--- config.mk ---
export PLATFORM = sky130hd
export DESIGN_NAME = seg_scan_driver
export DESIGN_NICKNAME = d
export VERILOG_FILES = /design/src/rtl/seg_pkg.sv /design/src/rtl/hex7seg_decoder.sv /design/src/rtl/seg_scan_driver.sv
export SDC_FILE = /design/constraint.sdc
export NUM_CORES = 1
export LEC_CHECK = 0
export BUFFER_PORTS_ARGS = -buffer_cell sky130_fd_sc_hd__buf_4
export CORE_MARGIN = 4
export CORE_UTILIZATION = 50
export CTS_CLUSTER_DIAMETER = 150
export CTS_CLUSTER_SIZE = 8
export DETAILED_ROUTE_END_ITERATION = 10
export GPL_ROUTABILITY_DRIVEN = 0
export PLACE_DENSITY = 0.7
export SYNTH_ARGS = -nofsm -noshare
export SYNTH_HDL_FRONTEND = slang
export SYNTH_SLANG_ARGS = --single-unit
--- constraint.sdc ---
create_clock -name clk -period 2.9 [get_ports clk]
set_clock_uncertainty 0.1 [all_clocks]
set_input_delay 0.29 -clock clk [delete_from_list [all_inputs] [get_ports clk]]
set_output_delay 0.29 -clock clk [all_outputs]
set_load 0.02 [all_outputs]
--- src/rtl/seg_pkg.sv ---
// Shared types and constants for the multiplexed 7-segment scan driver.
// Segment vectors are ordered a..g with 'a' at index 0.
package seg_pkg;

  typedef logic [0:6] seg7_t;

  localparam seg7_t SEG_BLANK = 7'b0000000;

  // Active-high a..g glyphs for 0-F; 'b' and 'd' are the lowercase shapes.
  localparam seg7_t HEX_SEG [16] = '{
    7'b1111110, 7'b0110000, 7'b1101101, 7'b1111001,
    7'b0110011, 7'b1011011, 7'b1011111, 7'b1110000,
    7'b1111111, 7'b1111011, 7'b1110111, 7'b0011111,
    7'b1001110, 7'b0111101, 7'b1001111, 7'b1000111
  };

  // Counter width able to hold 0..n-1, never narrower than one bit.
  function automatic int width_of(input int n);
    return (n <= 2) ? 1 : $clog2(n);
  endfunction

endpackage

--- src/rtl/hex7seg_decoder.sv ---
// Combinational nibble to active-high a..g segment pattern.
module hex7seg_decoder
  import seg_pkg::*;
(
  input  logic [3:0] i_nibble,
  output seg7_t      o_seg
);

  assign o_seg = HEX_SEG[i_nibble];

endmodule

--- src/rtl/seg_scan_driver.sv ---
// N-digit multiplexed 7-segment scan driver with tear-free frame loads,
// leading-zero blanking, PWM dimming and a per-slot anti-ghosting dead cycle.
module seg_scan_driver
  import seg_pkg::*;
#(
  parameter int NUM_DIGITS     = 4,
  parameter int REFRESH_DIV    = 50000,
  parameter int BRIGHT_W       = 4,
  parameter int SEG_ACTIVE_LOW = 1,
  parameter int DIG_ACTIVE_LOW = 1
) (
  input  logic                    clk,
  input  logic                    rst,
  input  logic                    load,
  input  logic [4*NUM_DIGITS-1:0] value,
  input  logic [NUM_DIGITS-1:0]   dp_in,
  input  logic                    blank_lz,
  input  logic [BRIGHT_W-1:0]     brightness,
  output logic [0:7]              seg,
  output logic [NUM_DIGITS-1:0]   digit,
  output logic                    frame_tick
);

  localparam int PW = width_of(REFRESH_DIV);
  localparam int IW = width_of(NUM_DIGITS);
  localparam int VW = 4 * NUM_DIGITS;
  localparam logic [PW-1:0] PCNT_LAST = PW'(REFRESH_DIV - 1);
  localparam logic [IW-1:0] IDX_LAST  = IW'(NUM_DIGITS - 1);
  localparam logic [0:7] SEG_OFF = (SEG_ACTIVE_LOW != 0) ? 8'hFF : 8'h00;
  localparam logic [NUM_DIGITS-1:0] DIG_OFF =
    (DIG_ACTIVE_LOW != 0) ? {NUM_DIGITS{1'b1}} : {NUM_DIGITS{1'b0}};

  if (REFRESH_DIV < 4) begin : g_bad_div
    $error("seg_scan_driver: REFRESH_DIV must be >= 4");
  end
  if (NUM_DIGITS < 1 || NUM_DIGITS > 8) begin : g_bad_digits
    $error("seg_scan_driver: NUM_DIGITS must be in 1..8");
  end

  logic [PW-1:0]         r_pcnt;
  logic [IW-1:0]         r_idx;
  logic [BRIGHT_W-1:0]   r_pwm;
  logic [VW-1:0]         r_shadow_val;
  logic [NUM_DIGITS-1:0] r_shadow_dp;
  logic [VW-1:0]         r_disp_val;
  logic [NUM_DIGITS-1:0] r_disp_dp;
  logic                  r_pending;
  logic [0:7]            r_seg;
  logic [NUM_DIGITS-1:0] r_digit;
  logic                  r_frame_tick;

  logic                  w_slot_end;
  logic                  w_boundary;
  logic [3:0]            w_nib;
  logic                  w_dp;
  logic                  w_lz;
  logic                  w_zero_run;
  seg7_t                 w_glyph;
  logic [0:7]            w_seg_next;
  logic                  w_lit;
  logic [NUM_DIGITS-1:0] w_dig_on;

  assign w_slot_end = (r_pcnt == PCNT_LAST);
  assign w_boundary = w_slot_end && (r_idx == IDX_LAST);

  always_ff @(posedge clk or posedge rst) begin
    if (rst) begin
      r_pcnt <= '0;
      r_idx  <= '0;
      r_pwm  <= '0;
    end else begin
      r_pcnt <= w_slot_end ? '0 : r_pcnt + 1'b1;
      if (w_slot_end) begin
        r_idx <= (r_idx == IDX_LAST) ? '0 : r_idx + 1'b1;
      end
      r_pwm <= (r_pwm == {BRIGHT_W{1'b1}}) ? '0 : r_pwm + 1'b1;
    end
  end

  // A load on the boundary cycle bypasses the shadow so it is never a frame late.
  always_ff @(posedge clk or posedge rst) begin
    if (rst) begin
      r_shadow_val <= '0;
      r_shadow_dp  <= '0;
      r_disp_val   <= '0;
      r_disp_dp    <= '0;
      r_pending    <= 1'b0;
    end else begin
      if (load) begin
        r_shadow_val <= value;
        r_shadow_dp  <= dp_in;
      end
      if (w_boundary) begin
        if (load) begin
          r_disp_val <= value;
          r_disp_dp  <= dp_in;
        end else if (r_pending) begin
          r_disp_val <= r_shadow_val;
          r_disp_dp  <= r_shadow_dp;
        end
        r_pending <= 1'b0;
      end else if (load) begin
        r_pending <= 1'b1;
      end
    end
  end

  // Scan from the top nibble down so the zero run covers "this and all higher".
  always_comb begin
    w_nib      = 4'd0;
    w_dp       = 1'b0;
    w_lz       = 1'b0;
    w_zero_run = 1'b1;
    for (int i = NUM_DIGITS - 1; i >= 0; i--) begin
      w_zero_run = w_zero_run && (r_disp_val[4*i +: 4] == 4'd0);
      if (r_idx == IW'(i)) begin
        w_nib = r_disp_val[4*i +: 4];
        w_dp  = r_disp_dp[i];
        w_lz  = w_zero_run && (i != 0);
      end
    end
  end

  hex7seg_decoder u_dec (
    .i_nibble (w_nib),
    .o_seg    (w_glyph)
  );

  assign w_seg_next = {(blank_lz && w_lz) ? SEG_BLANK : w_glyph, w_dp};
  assign w_lit      = (&brightness) || (r_pwm < brightness);

  always_comb begin
    w_dig_on = '0;
    for (int i = 0; i < NUM_DIGITS; i++) begin
      w_dig_on[i] = (r_idx == IW'(i)) && (r_pcnt != '0) && w_lit;
    end
  end

  always_ff @(posedge clk or posedge rst) begin
    if (rst) begin
      r_seg        <= SEG_OFF;
      r_digit      <= DIG_OFF;
      r_frame_tick <= 1'b0;
    end else begin
      r_seg        <= (SEG_ACTIVE_LOW != 0) ? ~w_seg_next : w_seg_next;
      r_digit      <= (DIG_ACTIVE_LOW != 0) ? ~w_dig_on : w_dig_on;
      r_frame_tick <= w_boundary;
    end
  end

  assign seg        = r_seg;
  assign digit      = r_digit;
  assign frame_tick = r_frame_tick;

endmodule

==> metrics.json, run 1 <==
{
  "sta": {
    "hold_viol": 0,
    "final_period_minus_worst_setup_slack_ps": 2440,
    "maxSlewHeadroom": 0.544,
    "final_max_slew_viol_count": 0,
    "finalSetupTns_ps": 0,
    "finalCritPeriodShare": 0.841,
    "fin_ws_ps": 460,
    "rsz0062_at_grt": "no",
    "maxClockFrequency_mhz": 410,
    "report.final.setup_viol": 0,
    "worstMarginPinSlew_ps": 683
  },
  "worst_setup_path": {
    "critPathArrivalTime_ps": 2600,
    "cp.depth": 10,
    "worst_ep_required_time_ps": 3060,
    "startpoint": "r_idx[0]",
    "critical-path-max-stage-delay_ps": 400,
    "cp_cell_sequence": "inv_1, ha_1, a21oi_1, o21ai_0, a22oi_2, inv_1, ha_1, mux2_2, nand2_1, o311ai_1",
    "critical_path.reg2reg.endpoint": "seg[5]",
    "critical_path.n_buffers_inverters": 2,
    "critical_path.reg2reg.startpoint": "r_idx[0]",
    "cpLargestDelayFamily": "compound AO/OA/AOI/OAI gates",
    "criticalPathCategory": "reg2reg",
    "worst-r2r-setup-slack_ps": 460,
    "worstSetupEndpointType": "register",
    "timing.critical_path.fanout_max": 13,
    "ff2ff_path_depth": 10,
    "critical-path-slowest-cell": "sky130_fd_sc_hd__dfrtp_1",
    "timing.critical_path.from_type": "register"
  },
  "drt": {
    "wl_met3_um": 266,
    "via_count": 2347,
    "route.detailed.vias_per_inst": 5.27,
    "m1WireLength_um": 3100,
    "highest_signal_layer_in_the_routed_design": "met4",
    "avgRoutedWirePerCell_um": 15.1,
    "remaining_drc_errors": 0,
    "count_of_tritonroute_iterations_in_the_first_routing_pass": 4,
    "final_antenna_net_count": 0,
    "first_iter_violations": 69,
    "met2RoutedLength_um": 3180,
    "drt-total-wl_um": 6730
  },
  "clock_tree": {
    "clk_path_buf_depth": 2,
    "clock-root-buffer": "sky130_fd_sc_hd__clkbuf_8",
    "clk_latency_worst_skew_pair_ps": 360,
    "htreeDepth": 3,
    "clock_sinks": 76,
    "path_clk_slew_ps": 80,
    "tritoncts.num_buffers": 9,
    "clock_tree_from_tritoncts": "yes"
  },
  "floorplanning": {
    "die_height_um": 93.7,
    "floorplan.io_pins": 41,
    "initial_utilization": 0.529,
    "placeableCoreArea_um2": 6940,
    "die_x_um": 93.7,
    "die_area_um2": 8780,
    "cell_rows": 30
  },
  "final_layout": {
    "postLayoutCoreUtil": 0.621,
    "net_count_final": 388,
    "multi_input_comb_area_um2": 1650,
    "final_cell_count_no_fill": 445,
    "drive_above_1_share": 0.367,
    "fillers": 549,
    "n_antenna_cell": 0,
    "register_area_um2": 1920,
    "area.growth.synth_to_final_pct": 17.5
  },
  "power": {
    "clock_share_of_power": 0.414,
    "leakage_uw": 0.00205,
    "sw_frac_of_total": 0.224,
    "p_total_uw": 2050,
    "vdd_ir_drop_max_mv": 0.248,
    "netSwitchingPower_uw": 457,
    "internal_power_uw": 1590,
    "comb_power_share": 0.051,
    "power.density_cell_area_nw_per_um2": 474,
    "power.share.sequential": 0.535
  },
  "global_routing": {
    "first_global_vias": 2408,
    "grt_pass1_wl_um": 11500,
    "number_of_antenna_violations_at_the_first_check_in_global_routing": 0,
    "global_route.usage.total": 0.169,
    "grt_start_max_net_pins": 34,
    "globalRoute.totalOverflow": 0
  },
  "placed_design": {
    "placed_cells_incl_taps": 428,
    "place.port_buffers": 40,
    "preCtsSetupSlack_ps": 307,
    "dp_hpwl_um": 4820
  },
  "synthesis": {
    "seq_area_frac_synth": 0.522,
    "yosysWarningCount": 0,
    "yosysUniqueCellTypes": 48,
    "synth_cells": 295,
    "synth_largest_area_cell": "sky130_fd_sc_hd__dfrtp_1",
    "synth_flop_cell": "sky130_fd_sc_hd__dfrtp_1",
    "synth_top_area_share": 0.436,
    "netlist_top_cells_area": "sky130_fd_sc_hd__dfrtp_1 (44%), sky130_fd_sc_hd__dfstp_2 (8.6%), sky130_fd_sc_hd__mux2_4 (8.2%)",
    "synthesis.area_um2": 3670,
    "synthArstFlopShare": 1.00,
    "ys_seq_elements": 76,
    "edff_count_synth": 0,
    "post_synth.cell_area_avg_um2": 12.4,
    "postSynthNetCount": 339
  },
  "outcome": {
    "result_of_the_run": "finished, final reports clean"
  },
  "min_path": {
    "hold_path_end": "r_shadow_dp[1]",
    "hold_path_class": "in2reg",
    "timing.hold.worst.start": "dp_in[1]",
    "worstHoldPathCells": 2
  },
  "flow_run": {
    "maxCapViolCount": 0
  }
}
## worst max-delay path by stage
| stage | slack [ps] | endpoint |
|---|---|---|
| floorplan | 520 | seg[5] |
| CTS | 290 | seg[5] |
| global route | 210 | seg[5] |
| finish | 460 | seg[5] |
| detailed placement | 310 | seg[5] |
| global placement | 420 | seg[5] |
## cells in the mapped netlist, drive strengths merged, types with 5 or more instances
library cell and n:
mux2 43, a21oi 9, xnor2 9, a211oi 5
nor3 5, nor2 14, nand2 16, nor4 5
inv 13, xor2 6, nand3 11, buf 7
o211ai 5, ha 16, and3 7, o21ai 9
dfrtp 64, dfstp 12
## logic make-up (layout without fill, tap and decap cells)
| group | after synthesis | count (layout) | share of synthesized area |
|---|---|---|---|
| AO/OA/AOI/OAI | 38 | 38 | 0.0675 |
| buffers and inverters | 24 | 78 | 0.0310 |
| multiplexers | 47 | 47 | 0.163 |
| AND/OR/NAND/NOR | 79 | 79 | 0.126 |
| adder cells (fa/ha/maj) | 16 | 16 | 0.0545 |
| XOR/XNOR | 15 | 15 | 0.0358 |
| flip-flops | 76 | 76 | 0.522 |
## layer usage
metal,vias up,GRT usage
li1,1139,-
met1,1146,0.219
met3,17,0.0417
met5,-,0
met2,45,0.264
met4,0,0.0854
## final cells by class
class,count,share of cell area
tap,96,0.0279
timing repair buffer,49,0.0859
clock inverter,5,0.0139
inverter,13,0.0113
sequential,76,0.444
multi-input combinational,195,0.381
clock buffer,11,0.0351
## timing repair
| item | CTS | global route |
|---|---|---|
| gates resized for setup | 0 | 1 |
| setup endpoints to repair | 0 | 1 |
| endpoints found under the hold margin | 30 | 0 |
| setup buffers | 0 | 0 |
| hold buffers | 1 | 0 |
## through the flow
stage	hold slack, ps	instance area [um^2]
6_report	76.7	4310
5_1_grt	74.4	4310
4_1_cts	67.0	4310
3_5_place_dp	346	4090
3_3_place_gp	329	4090
2_1_floorplan	287	3670
## power groups by stage
| stage | Clock [uW] | Sequential, uW | Combinational [uW] |
|---|---|---|---|
| global route | 907 | 1100 | 118 |
| floorplan | 0 | 1110 | 60.3 |
| finish | 847 | 1090 | 104 |
| detailed placement | 0 | 1110 | 106 |
| global placement | 0 | 1110 | 104 |
| CTS | 864 | 1090 | 108 |
## sequential cells by signal (all words and copies together), names as in the netlist
signal / flops
seg: 8
r_pwm: 4
r_pending: 1
r_shadow_val: 16
r_idx: 2
r_disp_val: 16
r_pcnt: 16
r_shadow_dp: 4
frame_tick: 1
digit: 4
r_disp_dp: 4
## layout by cell type, fill, tap and decap left out, types with 10 or more instances in the layout
| cell | instances |
|---|---|
| sky130_fd_sc_hd__dfrtp_1 | 64 |
| sky130_fd_sc_hd__buf_4 | 48 |
| sky130_fd_sc_hd__mux2_2 | 23 |
| sky130_fd_sc_hd__mux2_4 | 20 |
| sky130_fd_sc_hd__ha_1 | 16 |
| sky130_fd_sc_hd__nand2_1 | 15 |
| sky130_fd_sc_hd__nor2_1 | 14 |
| sky130_fd_sc_hd__inv_1 | 12 |
| sky130_fd_sc_hd__dfstp_2 | 12 |
| sky130_fd_sc_hd__clkbuf_8 | 11 |
| sky130_fd_sc_hd__nand3_1 | 10 |
Note: power is estimated with default switching activity, not from simulation.
==> run 2: changes to the inputs <==
clock period = 2.4 ns   (was 2.9 ns; I/O delays follow)
==> run 2 against run 1 <==
- first-iteration DRC count decreased by 12%
- die area unchanged
- hold slack got worse by 34 ps
- clock-buffer cell count unchanged
- wire length increased by 1.4%
- global-route usage about the same
- combinational power increased by 23%
- largest power group unchanged
==> metrics.json, run 2 (same netlist as run 1, synthesis figures left out) <==
{
  "floorplanning": {
    "initial_utilization": {"value": 0.529, "change": "unchanged"},
    "die_area": {"value": 8780, "unit": "um^2", "change": "unchanged"},
    "die_height": {"value": 93.7, "unit": "um", "change": "unchanged"},
    "floorplan.io_pins": {"value": 41, "change": "unchanged"},
    "cell_rows": {"value": 30, "change": "unchanged"},
    "placeableCoreArea": {"value": 6940, "unit": "um^2", "change": "unchanged"},
    "die_x": {"value": 93.7, "unit": "um", "change": "unchanged"}
  },
  "drt": {
    "via_count": {"value": 2382, "change": "+1.5%"},
    "remaining_drc_errors": {"value": 0, "change": "unchanged"},
    "count_of_tritonroute_iterations_in_the_first_routing_pass": {"value": 5, "change": "+1"},
    "route.detailed.vias_per_inst": {"value": 5.32, "change": "+0.81%"},
    "drt-total-wl": {"value": 6830, "unit": "um", "change": "+1.4%"},
    "first_iter_violations": {"value": 61, "change": "-12%"},
    "final_antenna_net_count": {"value": 0, "change": "unchanged"},
    "avgRoutedWirePerCell": {"value": 15.2, "unit": "um", "change": "+0.75%"}
  },
  "clock_tree": {
    "clock_tree_from_tritoncts": "yes",
    "clock_sinks": {"value": 76, "change": "unchanged"},
    "path_clk_slew": {"value": 80, "unit": "ps", "change": "about the same"},
    "clock-root-buffer": "sky130_fd_sc_hd__clkbuf_8",
    "post_cts_setup_buffers": {"value": 0, "change": "unchanged"},
    "htreeDepth": {"value": 3, "change": "unchanged"},
    "tritoncts.num_buffers": {"value": 9, "change": "unchanged"},
    "clk_latency_worst_skew_pair": {"value": 340, "unit": "ps", "change": "-20 ps"},
    "clk_path_buf_depth": {"value": 2, "change": "unchanged"}
  },
  "final_layout": {
    "layout.cells.most_common_list": "sky130_fd_sc_hd__dfrtp_1 (64), sky130_fd_sc_hd__buf_4 (50), sky130_fd_sc_hd__mux2_2 (23)",
    "drive_above_1_share": {"value": 0.381, "change": "+0.0139"},
    "n_antenna_cell": {"value": 0, "change": "unchanged"},
    "layout_top_registers": "r_disp_val x16, r_pcnt x16, r_shadow_val x16",
    "area.growth.synth_to_final_pct": 20.1,
    "most_common_cell_after_layout_fill_and_taps_aside": "sky130_fd_sc_hd__dfrtp_1",
    "net_count_final": {"value": 391, "change": "+0.77%"},
    "fillers": {"value": 547, "change": "-0.36%"},
    "final_cell_count_no_fill": {"value": 448, "change": "+0.67%"}
  },
  "worst_setup_path": {
    "critical-path-slowest-cell": "sky130_fd_sc_hd__dfrtp_1",
    "worst_ep_required_time": {"value": 2560, "unit": "ps", "change": "-500 ps"},
    "worstSetupEndpointType": "register",
    "critPathArrivalTime": {"value": 2320, "unit": "ps", "change": "-280 ps"},
    "timing.critical_path.fanout_max": {"value": 10, "change": "-3"},
    "cp_cell_sequence": "inv_1, ha_2, a21oi_1, a22oi_1, inv_1, ha_1, mux2_2, nand2_1, o311ai_1",
    "criticalPathCategory": "reg2reg",
    "critical_path.most_common_cell": "sky130_fd_sc_hd__inv_1",
    "critical-path-max-stage-delay": {"value": 420, "unit": "ps", "change": "+20 ps"},
    "timing.critical_path.from_type": "register"
  },
  "global_routing": {
    "grt_use_met1": {"value": 0.207, "change": "-0.0117"},
    "first_global_vias": {"value": 2490, "change": "+3.4%"},
    "number_of_antenna_violations_at_the_first_check_in_global_routing": {"value": 0, "change": "unchanged"},
    "grt_util_met2": {"value": 0.281, "change": "+0.0177"},
    "grt_pass1_wl": {"value": 11500, "unit": "um", "change": "about the same"},
    "top_usage_layer": "met2",
    "globalRoute.totalOverflow": {"value": 0, "change": "unchanged"},
    "global_route.usage.total": {"value": 0.169, "change": "+0.000486"},
    "grt_start_max_net_pins": {"value": 77, "change": "+130%"},
    "use_met3": {"value": 0.0521, "change": "+0.0104"}
  },
  "outcome": {
    "result_of_the_run": "finished, final reports clean"
  },
  "power": {
    "leakage": {"value": 0.00209, "unit": "uW", "change": "+2.0%"},
    "power.density_cell_area": {"value": 602, "unit": "nW/um^2", "change": "+27%"},
    "vdd_ir_drop_max": {"value": 0.349, "unit": "mV", "change": "+41%"}
  },
  "sta": {
    "report.final.setup_viol": {"value": 0, "change": "unchanged"},
    "worstMarginPinSlew": {"value": 453, "unit": "ps", "change": "-230 ps"},
    "final_period_minus_worst_setup_slack": {"value": 2160, "unit": "ps", "change": "-279 ps"},
    "rsz0062_at_grt": "no",
    "finalCritPeriodShare": {"value": 0.900, "change": "+0.0589"},
    "finalSetupTns": {"value": 0, "unit": "ps", "change": "unchanged"},
    "final_max_slew_viol_count": {"value": 0, "change": "unchanged"},
    "hold_viol": {"value": 0, "change": "unchanged"},
    "maxClockFrequency": {"value": 463, "unit": "MHz", "change": "+13%"},
    "maxSlewHeadroom": {"value": 0.696, "change": "+0.151"}
  },
  "placed_design": {
    "place.port_buffers": {"value": 40, "change": "unchanged"},
    "placed_cells_incl_taps": {"value": 431, "change": "+0.70%"},
    "dp_hpwl": {"value": 4890, "unit": "um", "change": "+1.5%"}
  },
  "flow_run": {
    "maxCapViolCount": {"value": 0, "change": "unchanged"}
  },
  "min_path": {
    "hold_path_class": "in2reg"
  }
}
run 2: worst max-delay path, delay by kind of cell (launching register included):
kind | cells | cell delay, ps
AOI/OAI and AO/OA | 3 | 360
and+or+nand+nor | 1 | 70
DFF | 1 | 420
muxes | 1 | 270
buffers and inverters | 2 | 270
adders and majority gates | 2 | 580
run 2: final cells by class:
class,count,area (um^2),area share
sequential,76,1920,0.435
inverter,13,48.8,0.0111
clock inverter,5,108,0.0244
clock buffer,11,151,0.0343
timing repair buffer,52,405,0.0919
tap,96,120,0.0272
multi-input combinational,195,1660,0.376
run 2: path summary, 6_finish.rpt:
path / start / to / slack, ps / cells after the start
max reg2reg: r_idx[0] / seg[5] / 240 / 9
min in group asynchronous: rst / r_pwm[1] / 440 / 4
max in group asynchronous: rst / seg[5] / 1430 / 4
min reg2reg: r_disp_dp[0] / seg[7] / 350 / 1
min: value[6] / r_shadow_val[6] / 40 / 2
max: r_idx[0] / seg[5] / 240 / 9
run 2: per-layer routing:
layer | wire length [um] | part of all wire
met1 | 3000 | 0.44
met3 | 282 | 0.041
met4 | 91 | 0.013
met5 | 0 | 0
met2 | 3450 | 0.51
run 2: metrics by stage:
| stage | power, uW | hold WS (ps) | util | setup slack (ps) | cell area, um^2 |
|---|---|---|---|---|---|
| final | 2650 | 42.4 | 0.635 | 239 | 4410 |
| after global routing | 2760 | 23.2 | 0.635 | 65.6 | 4410 |
| after CTS | 2690 | 22.5 | 0.632 | 61.1 | 4390 |
| after detailed placement | 1480 | 267 | 0.594 | 81.2 | 4120 |
| after global placement | 1470 | 261 | 0.594 | 165 | 4120 |
| after floorplan | 1420 | 276 | - | 20.0 | 3670 |
run 2: where the power goes:
part | internal, uW | total (uW) | switching [uW]
combinational | 67.5 | 128 | 60.5
sequential | 1310 | 1320 | 7.44
clock | 751 | 1200 | 454
total | 2130 | 2650 | 522
run 2: repair_timing:
| action | CTS | global route |
|---|---|---|
| endpoints found under the hold margin | 64 | 0 |
| hold buffers | 1 | 0 |
| gates resized for setup | 0 | 5 |
| endpoints found under the setup margin | 0 | 4 |
==> run 3: changes to the inputs <==
RECOVER_POWER = 100   (was default)
REMOVE_ABC_BUFFERS = 1   (was default)
SKIP_CTS_REPAIR_TIMING = 1   (was default)
==> run 3 against run 2 <==
- register-to-register slack got worse by 99 ps
- total power decreased by 7.5%
- worst setup slack got worse by 99 ps
- largest cell class unchanged
==> metrics.json, run 3 (same netlist as run 1, synthesis figures left out) <==
{
  "worst_setup_path": {
    "critical-path-max-stage-delay": {"value": 450, "unit": "ps", "change": "+30 ps"},
    "critical_path.reg2reg.endpoint": "seg[5]",
    "worst_ep_required_time": {"value": 2560, "unit": "ps", "change": "about the same"},
    "critical_path.n_buffers_inverters": {"value": 2, "change": "unchanged"},
    "critical-path-slowest-cell": "sky130_fd_sc_hd__dfrtp_2",
    "cp_cell_sequence": "inv_1, ha_4, a21oi_1, o21ai_0, a22o_1, inv_1, ha_1, mux2_2, nand2_1, o311ai_1",
    "worstSetupEndpointType": "register",
    "critical_path.most_common_cell": "sky130_fd_sc_hd__inv_1",
    "criticalPathCategory": "reg2reg",
    "cpLargestDelayFamily": "adder cells",
    "timing.critical_path.from_type": "register",
    "worst-r2r-setup-slack": {"value": 140, "unit": "ps", "change": "-100 ps"},
    "critical_path.reg2reg.startpoint": "r_idx[0]",
    "timing.critical_path.fanout_max": {"value": 13, "change": "+3"},
    "startpoint": "r_idx[0]",
    "ff2ff_path_depth": {"value": 10, "change": "+1"},
    "critPathArrivalTime": {"value": 2420, "unit": "ps", "change": "+100 ps"}
  },
  "sta": {
    "maxSlewHeadroom": {"value": 0.340, "change": "-0.356"},
    "hold_viol": {"value": 0, "change": "unchanged"},
    "final_max_slew_viol_count": {"value": 0, "change": "unchanged"},
    "maxClockFrequency": {"value": 443, "unit": "MHz", "change": "-4.4%"},
    "finalCritPeriodShare": {"value": 0.942, "change": "+0.0413"},
    "report.final.setup_viol": {"value": 0, "change": "unchanged"},
    "worst_hold_slack": {"value": 19.9, "unit": "ps", "change": "-22.5 ps"},
    "rsz0062_at_grt": "no",
    "finalSetupTns": {"value": 0, "unit": "ps", "change": "unchanged"},
    "worstMarginPinSlew": {"value": 990, "unit": "ps", "change": "+537 ps"},
    "final_period_minus_worst_setup_slack": {"value": 2260, "unit": "ps", "change": "+99.1 ps"}
  },
  "global_routing": {
    "grt_start_max_net_pins": {"value": 77, "change": "unchanged"},
    "number_of_antenna_violations_at_the_first_check_in_global_routing": {"value": 0, "change": "unchanged"},
    "first_global_vias": {"value": 2403, "change": "-3.5%"},
    "global_route.usage.total": {"value": 0.169, "change": "-0.000462"},
    "grt_pass1_wl": {"value": 11600, "unit": "um", "change": "+1.1%"},
    "globalRoute.totalOverflow": {"value": 0, "change": "unchanged"}
  },
  "placed_design": {
    "area_post_placement": {"value": 4100, "unit": "um^2", "change": "-0.55%"},
    "place.port_buffers": {"value": 40, "change": "unchanged"},
    "dp_hpwl": {"value": 4740, "unit": "um", "change": "-3.0%"}
  },
  "drt": {
    "drt-total-wl": {"value": 6890, "unit": "um", "change": "+0.83%"},
    "count_of_tritonroute_iterations_in_the_first_routing_pass": {"value": 4, "change": "-1"},
    "remaining_drc_errors": {"value": 0, "change": "unchanged"},
    "route.detailed.vias_per_inst": {"value": 5.23, "change": "-1.6%"},
    "via_count": {"value": 2329, "change": "-2.2%"},
    "first_iter_violations": {"value": 128, "change": "+110%"},
    "final_antenna_net_count": {"value": 0, "change": "unchanged"},
    "avgRoutedWirePerCell": {"value": 15.5, "unit": "um", "change": "+1.5%"}
  },
  "clock_tree": {
    "clock_tree_from_tritoncts": "yes",
    "tritoncts.num_buffers": {"value": 9, "change": "unchanged"},
    "clk_latency_worst_skew_pair": {"value": 350, "unit": "ps", "change": "about the same"},
    "htreeDepth": {"value": 3, "change": "unchanged"},
    "path_clk_slew": {"value": 90, "unit": "ps", "change": "about the same"},
    "clock-root-buffer": "sky130_fd_sc_hd__clkbuf_8",
    "clock_sinks": {"value": 76, "change": "unchanged"},
    "clk_path_buf_depth": {"value": 2, "change": "unchanged"}
  },
  "final_layout": {
    "layout_top_registers": "r_disp_val x16, r_pcnt x16, r_shadow_val x16",
    "area.growth.synth_to_final_pct": 14.3,
    "fin_area": {"value": 4200, "unit": "um^2", "change": "-4.8%"},
    "layout.cells.most_common_list": "sky130_fd_sc_hd__dfrtp_1 (63), sky130_fd_sc_hd__buf_4 (31), sky130_fd_sc_hd__mux2_1 (25)",
    "net_count_final": {"value": 388, "change": "-0.77%"},
    "n_antenna_cell": {"value": 0, "change": "unchanged"},
    "most_common_cell_after_layout_fill_and_taps_aside": "sky130_fd_sc_hd__dfrtp_1",
    "drive_above_1_share": {"value": 0.255, "change": "-0.126"},
    "fillers": {"value": 608, "change": "+11%"},
    "postLayoutCoreUtil": {"value": 0.605, "change": "-0.0306"}
  },
  "floorplanning": {
    "die_x": {"value": 93.7, "unit": "um", "change": "unchanged"},
    "die_area": {"value": 8780, "unit": "um^2", "change": "unchanged"},
    "cell_rows": {"value": 30, "change": "unchanged"},
    "initial_utilization": {"value": 0.529, "change": "unchanged"},
    "die_height": {"value": 93.7, "unit": "um", "change": "unchanged"},
    "floorplan.io_pins": {"value": 41, "change": "unchanged"},
    "placeableCoreArea": {"value": 6940, "unit": "um^2", "change": "unchanged"}
  },
  "outcome": {
    "result_of_the_run": "finished, final reports clean"
  },
  "power": {
    "internal_power": {"value": 1870, "unit": "uW", "change": "-12%"},
    "netSwitchingPower": {"value": 584, "unit": "uW", "change": "+12%"},
    "sw_frac_of_total": {"value": 0.238, "change": "+0.0413"},
    "p_total": {"value": 2460, "unit": "uW", "change": "-7.5%"},
    "leakage": {"value": 0.00193, "unit": "uW", "change": "-7.2%"},
    "power.share.sequential": {"value": 0.538, "change": "+0.040"},
    "vdd_ir_drop_max": {"value": 0.355, "unit": "mV", "change": "+1.7%"},
    "clock_share_of_power": {"value": 0.414, "change": "-0.040"},
    "comb_power_share": {"value": 0.048, "change": "about the same"},
    "power.density_cell_area": {"value": 585, "unit": "nW/um^2", "change": "-2.8%"}
  },
  "min_path": {
    "timing.hold.worst.start": "dp_in[0]",
    "hold_path_class": "in2reg",
    "hold_path_end": "r_shadow_dp[0]",
    "worstHoldPathCells": {"value": 2, "change": "unchanged"}
  },
  "flow_run": {
    "maxCapViolCount": {"value": 0, "change": "unchanged"}
  }
}
==> run 3: changes by cell type in the layout (fill, tap and decap cells not counted), moves of 2 or more <==
cell / delta
sky130_fd_sc_hd__ha_4: +2
sky130_fd_sc_hd__clkbuf_4: +2
sky130_fd_sc_hd__bufinv_16: -2
sky130_fd_sc_hd__clkbuf_8: -2
sky130_fd_sc_hd__inv_6: +4
sky130_fd_sc_hd__ha_2: -3
sky130_fd_sc_hd__buf_4: -19
sky130_fd_sc_hd__mux2_2: -6
sky130_fd_sc_hd__clkbuf_1: +15
sky130_fd_sc_hd__mux2_4: -19
sky130_fd_sc_hd__mux2_1: +25
==> run 3: per-layer routing <==
layer,wire length [um],share of wire,track usage,up-vias
met3,273,0.040,0.0417,4
li1,-,-,-,1141
met4,39,0.0057,0.0602,0
met5,0,0,0,-
met1,3420,0.50,0.238,1140
met2,3160,0.46,0.254,44
==> run 3: area by class of cell <==
type	instances	area, um^2	share of cell area
clock inverter	7	81.3	0.0194
clock buffer	9	124	0.0295
tap	96	120	0.0286
sequential	76	1920	0.457
inverter	13	48.8	0.0116
timing repair buffer	49	314	0.0748
multi-input combinational	195	1590	0.379
==> run 3: power by group through the flow <==
stage,combinational [uW],sequential (uW),clock (uW)
floorplan,68.1,1340,0
global placement,127,1350,0
detailed placement,130,1350,0
CTS,130,1320,1040
global route,135,1330,1100
finish,118,1320,1020
==> run 3: stage by stage <==
step / instances / setup WS (ps)
2_1_floorplan: 284 / -85.3
4_1_cts: 444 / 64.8
6_report: 445 / 140
3_3_place_gp: 428 / 185
3_5_place_dp: 428 / 87.9
5_1_grt: 445 / 16.4
==> run 3: worst max path at each step <==
| stage | slack (ps) | depth (start not counted) | endpoint |
|---|---|---|---|
| finish | 140 | 10 | seg[5] |
| global route | 20 | 10 | seg[5] |
| CTS | 60 | 10 | seg[5] |
| detailed placement | 90 | 10 | seg[5] |
| global placement | 180 | 10 | seg[5] |
| floorplan | -90 | 7 | seg[5] |
